==> config.mk <==
export PLATFORM = sky130hd
export DESIGN_NAME = decode_stage
export DESIGN_NICKNAME = d
export VERILOG_FILES = /design/src/rtl/simply5_pkg.sv /design/src/rtl/reg_file.sv /design/src/rtl/decode_stage.sv
export SDC_FILE = /design/constraint.sdc
export NUM_CORES = 2
export LEC_CHECK = 0
export CAP_MARGIN = 20
export CORE_ASPECT_RATIO = 2
export CORE_UTILIZATION = 45
export DETAILED_ROUTE_END_ITERATION = 7
export SETUP_SLACK_MARGIN = 0.15
export SLEW_MARGIN = 20
export SYNTH_ARGS = -nofsm -noshare
export SYNTH_HDL_FRONTEND = slang
export SYNTH_SLANG_ARGS = --single-unit
==> constraint.sdc <==
create_clock -name clk_i -period 44.6 [get_ports clk_i]
set_input_delay 8.92 -clock clk_i [delete_from_list [all_inputs] [get_ports clk_i]]
set_output_delay 8.92 -clock clk_i [all_outputs]
set_load 0.02 [all_outputs]
==> src/rtl/simply5_pkg.sv <==
// Shared constants for the simply5 decode path: datapath width, opcode values
// and RV32 instruction field bit positions.
package simply5_pkg;

    localparam int REGISTER_SIZE = 32;
    localparam int REG_COUNT     = 32;

    localparam logic [6:0] OP_RTYPE = 7'b0110011;
    localparam logic [6:0] OP_ITYPE = 7'b0010011;

    localparam int OPC_LSB = 0;
    localparam int OPC_MSB = 6;
    localparam int RD_LSB  = 7;
    localparam int RD_MSB  = 11;
    localparam int F3_LSB  = 12;
    localparam int F3_MSB  = 14;
    localparam int RS1_LSB = 15;
    localparam int RS1_MSB = 19;
    localparam int RS2_LSB = 20;
    localparam int RS2_MSB = 24;
    localparam int F7_LSB  = 25;
    localparam int F7_MSB  = 31;

endpackage

==> src/rtl/reg_file.sv <==
// Architectural register file: two combinational read ports, one synchronous
// write port. x0 always reads zero and ignores writes.
module reg_file #(
    parameter int REGISTER_SIZE = 32,
    parameter int REG_COUNT     = 32
) (
    input  logic                     clk_i,
    input  logic                     rst_i,
    input  logic [4:0]               rs1_i,
    input  logic [4:0]               rs2_i,
    output logic [REGISTER_SIZE-1:0] rs1_data_o,
    output logic [REGISTER_SIZE-1:0] rs2_data_o,
    input  logic                     we_i,
    input  logic [4:0]               wa_i,
    input  logic [REGISTER_SIZE-1:0] wd_i
);

    logic [REGISTER_SIZE-1:0] regs_q [REG_COUNT];

    // Storage write; reset clears every register, x0 is never written.
    always_ff @(posedge clk_i or posedge rst_i) begin
        if (rst_i) begin
            for (int i = 0; i < REG_COUNT; i++) begin
                regs_q[i] <= '0;
            end
        end else if (we_i && (wa_i != 5'd0) && (int'(wa_i) < REG_COUNT)) begin
            regs_q[wa_i] <= wd_i;
        end
    end

    // Combinational read ports with x0 and out-of-range forced to zero.
    always_comb begin
        rs1_data_o = '0;
        rs2_data_o = '0;
        if ((rs1_i != 5'd0) && (int'(rs1_i) < REG_COUNT)) begin
            rs1_data_o = regs_q[rs1_i];
        end
        if ((rs2_i != 5'd0) && (int'(rs2_i) < REG_COUNT)) begin
            rs2_data_o = regs_q[rs2_i];
        end
    end

endmodule

==> src/rtl/decode_stage.sv <==
// Decode stage: splits R-type instructions into fields, reads operands with
// writeback bypass, tracks in-flight destinations in a busy scoreboard and
// holds the result in a single-entry valid/ready output register.
module decode_stage #(
    parameter int REGISTER_SIZE = simply5_pkg::REGISTER_SIZE,
    parameter int REG_COUNT     = simply5_pkg::REG_COUNT
) (
    input  logic                     clk_i,
    input  logic                     rst_i,
    input  logic [31:0]              inst_i,
    input  logic                     inst_valid_i,
    output logic                     inst_ready_o,
    input  logic                     wb_en_i,
    input  logic [4:0]               wb_rd_i,
    input  logic [REGISTER_SIZE-1:0] wb_data_i,
    input  logic                     flush_i,
    output logic [REGISTER_SIZE-1:0] data1_o,
    output logic [REGISTER_SIZE-1:0] data2_o,
    output logic [6:0]               opcode_o,
    output logic [2:0]               func3_o,
    output logic [6:0]               func7_o,
    output logic [4:0]               rd_o,
    output logic                     illegal_o,
    output logic                     valid_o,
    input  logic                     ready_i
);

    import simply5_pkg::*;

    logic [6:0] opcode;
    logic [4:0] rd;
    logic [2:0] func3;
    logic [4:0] rs1;
    logic [4:0] rs2;
    logic [6:0] func7;
    logic       is_rtype;

    assign opcode   = inst_i[OPC_MSB:OPC_LSB];
    assign rd       = inst_i[RD_MSB:RD_LSB];
    assign func3    = inst_i[F3_MSB:F3_LSB];
    assign rs1      = inst_i[RS1_MSB:RS1_LSB];
    assign rs2      = inst_i[RS2_MSB:RS2_LSB];
    assign func7    = inst_i[F7_MSB:F7_LSB];
    assign is_rtype = (opcode == OP_RTYPE);

    logic [REGISTER_SIZE-1:0] rf_rs1_data;
    logic [REGISTER_SIZE-1:0] rf_rs2_data;

    reg_file #(
        .REGISTER_SIZE(REGISTER_SIZE),
        .REG_COUNT    (REG_COUNT)
    ) u_reg_file (
        .clk_i     (clk_i),
        .rst_i     (rst_i),
        .rs1_i     (rs1),
        .rs2_i     (rs2),
        .rs1_data_o(rf_rs1_data),
        .rs2_data_o(rf_rs2_data),
        .we_i      (wb_en_i),
        .wa_i      (wb_rd_i),
        .wd_i      (wb_data_i)
    );

    logic [REG_COUNT-1:0]     busy_q, busy_d;
    logic                     valid_q, valid_d;
    logic [REGISTER_SIZE-1:0] data1_q, data1_d;
    logic [REGISTER_SIZE-1:0] data2_q, data2_d;
    logic [6:0]               opcode_q, opcode_d;
    logic [2:0]               func3_q, func3_d;
    logic [6:0]               func7_q, func7_d;
    logic [4:0]               rd_q, rd_d;
    logic                     illegal_q, illegal_d;

    logic [REG_COUNT-1:0]     wb_clr;
    logic [REG_COUNT-1:0]     busy_eff;
    logic                     hazard;
    logic                     accept;
    logic [REGISTER_SIZE-1:0] op1;
    logic [REGISTER_SIZE-1:0] op2;

    // Hazard detection against the scoreboard, discounting bits this cycle's writeback releases.
    always_comb begin
        wb_clr = '0;
        if (wb_en_i && (wb_rd_i != 5'd0)) begin
            wb_clr[wb_rd_i] = 1'b1;
        end
        busy_eff = busy_q & ~wb_clr;
        hazard   = is_rtype && (((rs1 != 5'd0) && busy_eff[rs1]) ||
                                ((rs2 != 5'd0) && busy_eff[rs2]) ||
                                ((rd  != 5'd0) && busy_eff[rd]));
        inst_ready_o = !rst_i && (!valid_q || ready_i) && !hazard && !flush_i;
        accept       = inst_valid_i && inst_ready_o;
    end

    // Operand select: same-cycle writeback bypasses the register file; illegal ops get zeros.
    always_comb begin
        op1 = '0;
        op2 = '0;
        if (is_rtype) begin
            op1 = (wb_en_i && (wb_rd_i != 5'd0) && (wb_rd_i == rs1)) ? wb_data_i : rf_rs1_data;
            op2 = (wb_en_i && (wb_rd_i != 5'd0) && (wb_rd_i == rs2)) ? wb_data_i : rf_rs2_data;
        end
    end

    // Next-state for scoreboard and output register; flush beats accept and consumption.
    always_comb begin
        busy_d    = busy_q & ~wb_clr;
        valid_d   = valid_q;
        data1_d   = data1_q;
        data2_d   = data2_q;
        opcode_d  = opcode_q;
        func3_d   = func3_q;
        func7_d   = func7_q;
        rd_d      = rd_q;
        illegal_d = illegal_q;

        if (flush_i) begin
            valid_d = 1'b0;
            if (valid_q && !illegal_q && (rd_q != 5'd0)) begin
                busy_d[rd_q] = 1'b0;
            end
        end else if (accept) begin
            valid_d   = 1'b1;
            data1_d   = op1;
            data2_d   = op2;
            opcode_d  = opcode;
            func3_d   = func3;
            func7_d   = func7;
            rd_d      = rd;
            illegal_d = !is_rtype;
            // Setting after the writeback clear lets a same-rd accept win.
            if (is_rtype && (rd != 5'd0)) begin
                busy_d[rd] = 1'b1;
            end
        end else if (ready_i) begin
            valid_d = 1'b0;
        end
    end

    // State registers; reset empties the output slot and the scoreboard.
    always_ff @(posedge clk_i or posedge rst_i) begin
        if (rst_i) begin
            busy_q    <= '0;
            valid_q   <= 1'b0;
            data1_q   <= '0;
            data2_q   <= '0;
            opcode_q  <= '0;
            func3_q   <= '0;
            func7_q   <= '0;
            rd_q      <= '0;
            illegal_q <= 1'b0;
        end else begin
            busy_q    <= busy_d;
            valid_q   <= valid_d;
            data1_q   <= data1_d;
            data2_q   <= data2_d;
            opcode_q  <= opcode_d;
            func3_q   <= func3_d;
            func7_q   <= func7_d;
            rd_q      <= rd_d;
            illegal_q <= illegal_d;
        end
    end

    assign valid_o   = valid_q;
    assign data1_o   = data1_q;
    assign data2_o   = data2_q;
    assign opcode_o  = opcode_q;
    assign func3_o   = func3_q;
    assign func7_o   = func7_q;
    assign rd_o      = rd_q;
    assign illegal_o = illegal_q;

endmodule
==> metrics <==
Bufs on Longest Clock Path 3; Netlist cell types a little over 80; Clock transition at path regs 0.06 ns; R2R depth 10; Slew Viols, Final 0; area grow syn2layout 11.0%; post-synth top area share 0.470; Finish-stage setup viols 0; clock sinks ~1100; Syn Std Cell Area between 60000 and 70000 um^2; critical path arrival about 14 ns; Slew headroom 0.267; Ports around 160; Main synth FF type dfrtp_1; status finished, final reports clean; cell row count 190; PortBufs between 150 and 200; synth top area cells dfrtp_1 (47%), mux2_2 (18%), mux4_2 (16%); R2R setup slack slightly above 40 ns; worst setup margin ~22 ns; gpl congestion around 0.89; actual slew at the worst max-slew pin between 1 and 1.5 ns; DR pass1 iterations 5; async set-or-reset flop fraction in the synthesized netlist 1.00; # Max-Cap Violations 0; hold path endpoint u_reg_file.regs_q[1004]; vias per cell ~6.6; fin nets ~4300; Leakage roughly 29 nW; CTS tree yes; design area just under 70000 um^2; Die Wd roughly 260 um; clock root cell clkbuf_16; CTS buffer count around 110; H-tree depth 3; share of cells above drive strength 1 0.433; first-pass GRT wire length a little under 300000 um; Required @ worst endpoint 35.68 ns; wire per inst roughly 33 um; Critical Path Fanout Max 35; critical path type primary input to output pin; Starting Density 0.454; final core utilization 0.504; fin cells between 6000 and 7000; #FFs+latches synth around 1100; Mean Syn Cell Area approximately 14 um^2; syn nets approximately 4400; setup tns final 0 ns; fin crit share 0.504; post-CTS sizing 0; via count 39749; Seq/Total Area, Yosys 0.470; Synth area leader dfrtp_1; Tmin final about 22 ns; Hold Fails Final Rpt 0; CTS Hold Bufs 0; largest net degree at the start of global routing around 160; cell area power density around 43 nW/um^2; hold slack 0.374 ns; Synth Instances around 4300; vias in the first global route 42424; Max Freq about 44 MHz; total grt overflow 0; Die H between 500 and 600 um; total power 2.91 mW; yosys warns 0; die area 137000 um^2; DP Worst Slack approximately 22 ns; reg2reg end func3_o[2]; Setup Fix Bufs, Post-CTS 0; Worst Hold Class flop to flop; drt total wl roughly 200000 um; Routed Antenna Nets 0; DP Cell Count 5832; Max VDD drop roughly 30 uV; startpoint types primary input; RSZ-0062 raised after global routing false; number of flops mapped to enable cells by yosys 0; dpl cell area about 64000 um^2; initial antenna violation count 3; hold-critical path depth 0; Setup Skew approximately 0.022 ns; clk_lat worst skew about 0.72 ns; CP Capture Type output pin; Reg2Reg Launch Point busy_q[16]; # DRC 0; worst min-delay path startpoint u_reg_file.regs_q[1004]; Core Region between 100000 and 150000 um^2; hpwl dp between 100000 and 150000 um; DRT iter0 DRCs 3094; GRT Total Usage 0.293
registers in the layout, summed over array words and instances (netlist names):
signal	count
func7_o	7
func3_o	3
rd_o	5
data2_o	32
busy_q	32
valid_o	1
opcode_o	7
data1_o	32
u_reg_file.regs_q	1024
illegal_o	1
synth_stat cells, drive strengths merged, types with 3 or more instances:
cell type / number
and2: 35
a21o: 3
a211oi: 36
o41ai: 3
nor3b: 7
o2111ai: 7
nor2: 50
o211ai: 53
a31oi: 35
nand2b: 11
or3: 7
buf: 147
nand3: 15
clkbuf: 336
mux2i: 263
mux2: 1013
a22oi: 98
o21ai: 80
o21a: 3
nor4b: 4
xnor2: 8
nor2b: 47
a21oi: 137
o311ai: 5
nand4bb: 4
o2bb2ai: 65
nand4: 41
nand4b: 3
nand2: 82
or3b: 3
o22ai: 19
xor2: 4
dfrtp: 1144
a221oi: 32
mux4: 421
nor3: 6
nor4: 3
a22o: 35
inv: 11
layout by cell type, fill, tap and decap left out, types with 7 or more instances in the layout:
| cell | count |
|---|---|
| dfrtp_1 | 1144 |
| mux2_2 | 996 |
| mux4_2 | 421 |
| mux2i_1 | 263 |
| clkdlybuf4s50_1 | 148 |
| a21oi_1 | 137 |
| clkbuf_16 | 112 |
| buf_4 | 112 |
| a22oi_1 | 98 |
| nand2_1 | 66 |
| o21ai_0 | 63 |
| o211ai_1 | 53 |
| o2bb2ai_2 | 50 |
| nor2b_1 | 44 |
| nand4_1 | 40 |
| a211oi_1 | 36 |
| a22o_1 | 35 |
| a31oi_1 | 34 |
| and2_1 | 33 |
| a221oi_1 | 32 |
| clkbuf_8 | 31 |
| clkinv_2 | 31 |
| nor2_1 | 29 |
| nor2_4 | 21 |
| clkbuf_1 | 20 |
| o22ai_1 | 19 |
| mux2_4 | 17 |
| o21ai_1 | 15 |
| nand3_1 | 15 |
| o2bb2ai_1 | 15 |
| nand2_2 | 10 |
| nand2b_1 | 9 |
| inv_1 | 9 |
| buf_2 | 9 |
| xnor2_1 | 8 |
| nor3b_1 | 7 |
| o2111ai_1 | 7 |
per-layer routing:
metal	vias up	wire length (um)	track usage
li1	16376	-	-
met1	21504	73700	0.349
met2	1347	103000	0.513
met3	522	8920	0.0365
met4	0	11400	0.152
met5	-	0	0
worst max-delay path, stage by stage:
cell	delay [ns]
clkdlybuf4s50_1	0.46
buf_4	0.25
nor4bb_2	0.96
nand2_4	0.77
nand3_1	0.29
nor4bb_1	0.38
nor4_1	0.14
a211o_1	0.38
nor2_4	0.27
o21a_1	0.15
clkdlybuf4s50_1	0.60
cell families (layout without fill, tap and decap cells):
kind of cell / Yosys count / count (layout) / synth area share
flip-flops: 1144 / 1144 / 0.470
AND/OR/NAND/NOR: 330 / 330 / 0.0304
other: 0 / 1 / 0
buffers and inverters: 496 / 500 / 0.0340
AO/OA/AOI/OAI: 628 / 628 / 0.0767
XOR/XNOR: 12 / 12 / 0.00173
multiplexers: 1697 / 1697 / 0.387
power by group:
part / total [mW] / switching, mW / internal, mW
sequential: 1.35 / 0.135 / 1.22
clock: 0.976 / 0.429 / 0.547
combinational: 0.579 / 0.243 / 0.336
total: 2.91 / 0.807 / 2.10
worst max path at each step:
stage	startpoint	endpoint	cells after the start
after detailed placement	wb_rd_i[3]	inst_ready_o	11
after CTS	wb_rd_i[3]	inst_ready_o	11
final	wb_rd_i[3]	inst_ready_o	11
after global routing	wb_rd_i[3]	inst_ready_o	11
after floorplan	rst_i	busy_q[0]	1
after global placement	wb_rd_i[3]	inst_ready_o	11
cell type report:
class / instances / area [um^2]
fill: 11578 / 66500
multi-input combinational: 2667 / 30500
sequential: 1144 / 28600
clock buffer: 163 / 3300
timing repair buffer: 281 / 2560
tap: 1728 / 2160
clock inverter: 43 / 404
inverter: 13 / 61.3
antenna: 1 / 2.50
Power figures use the tool's default switching activity.
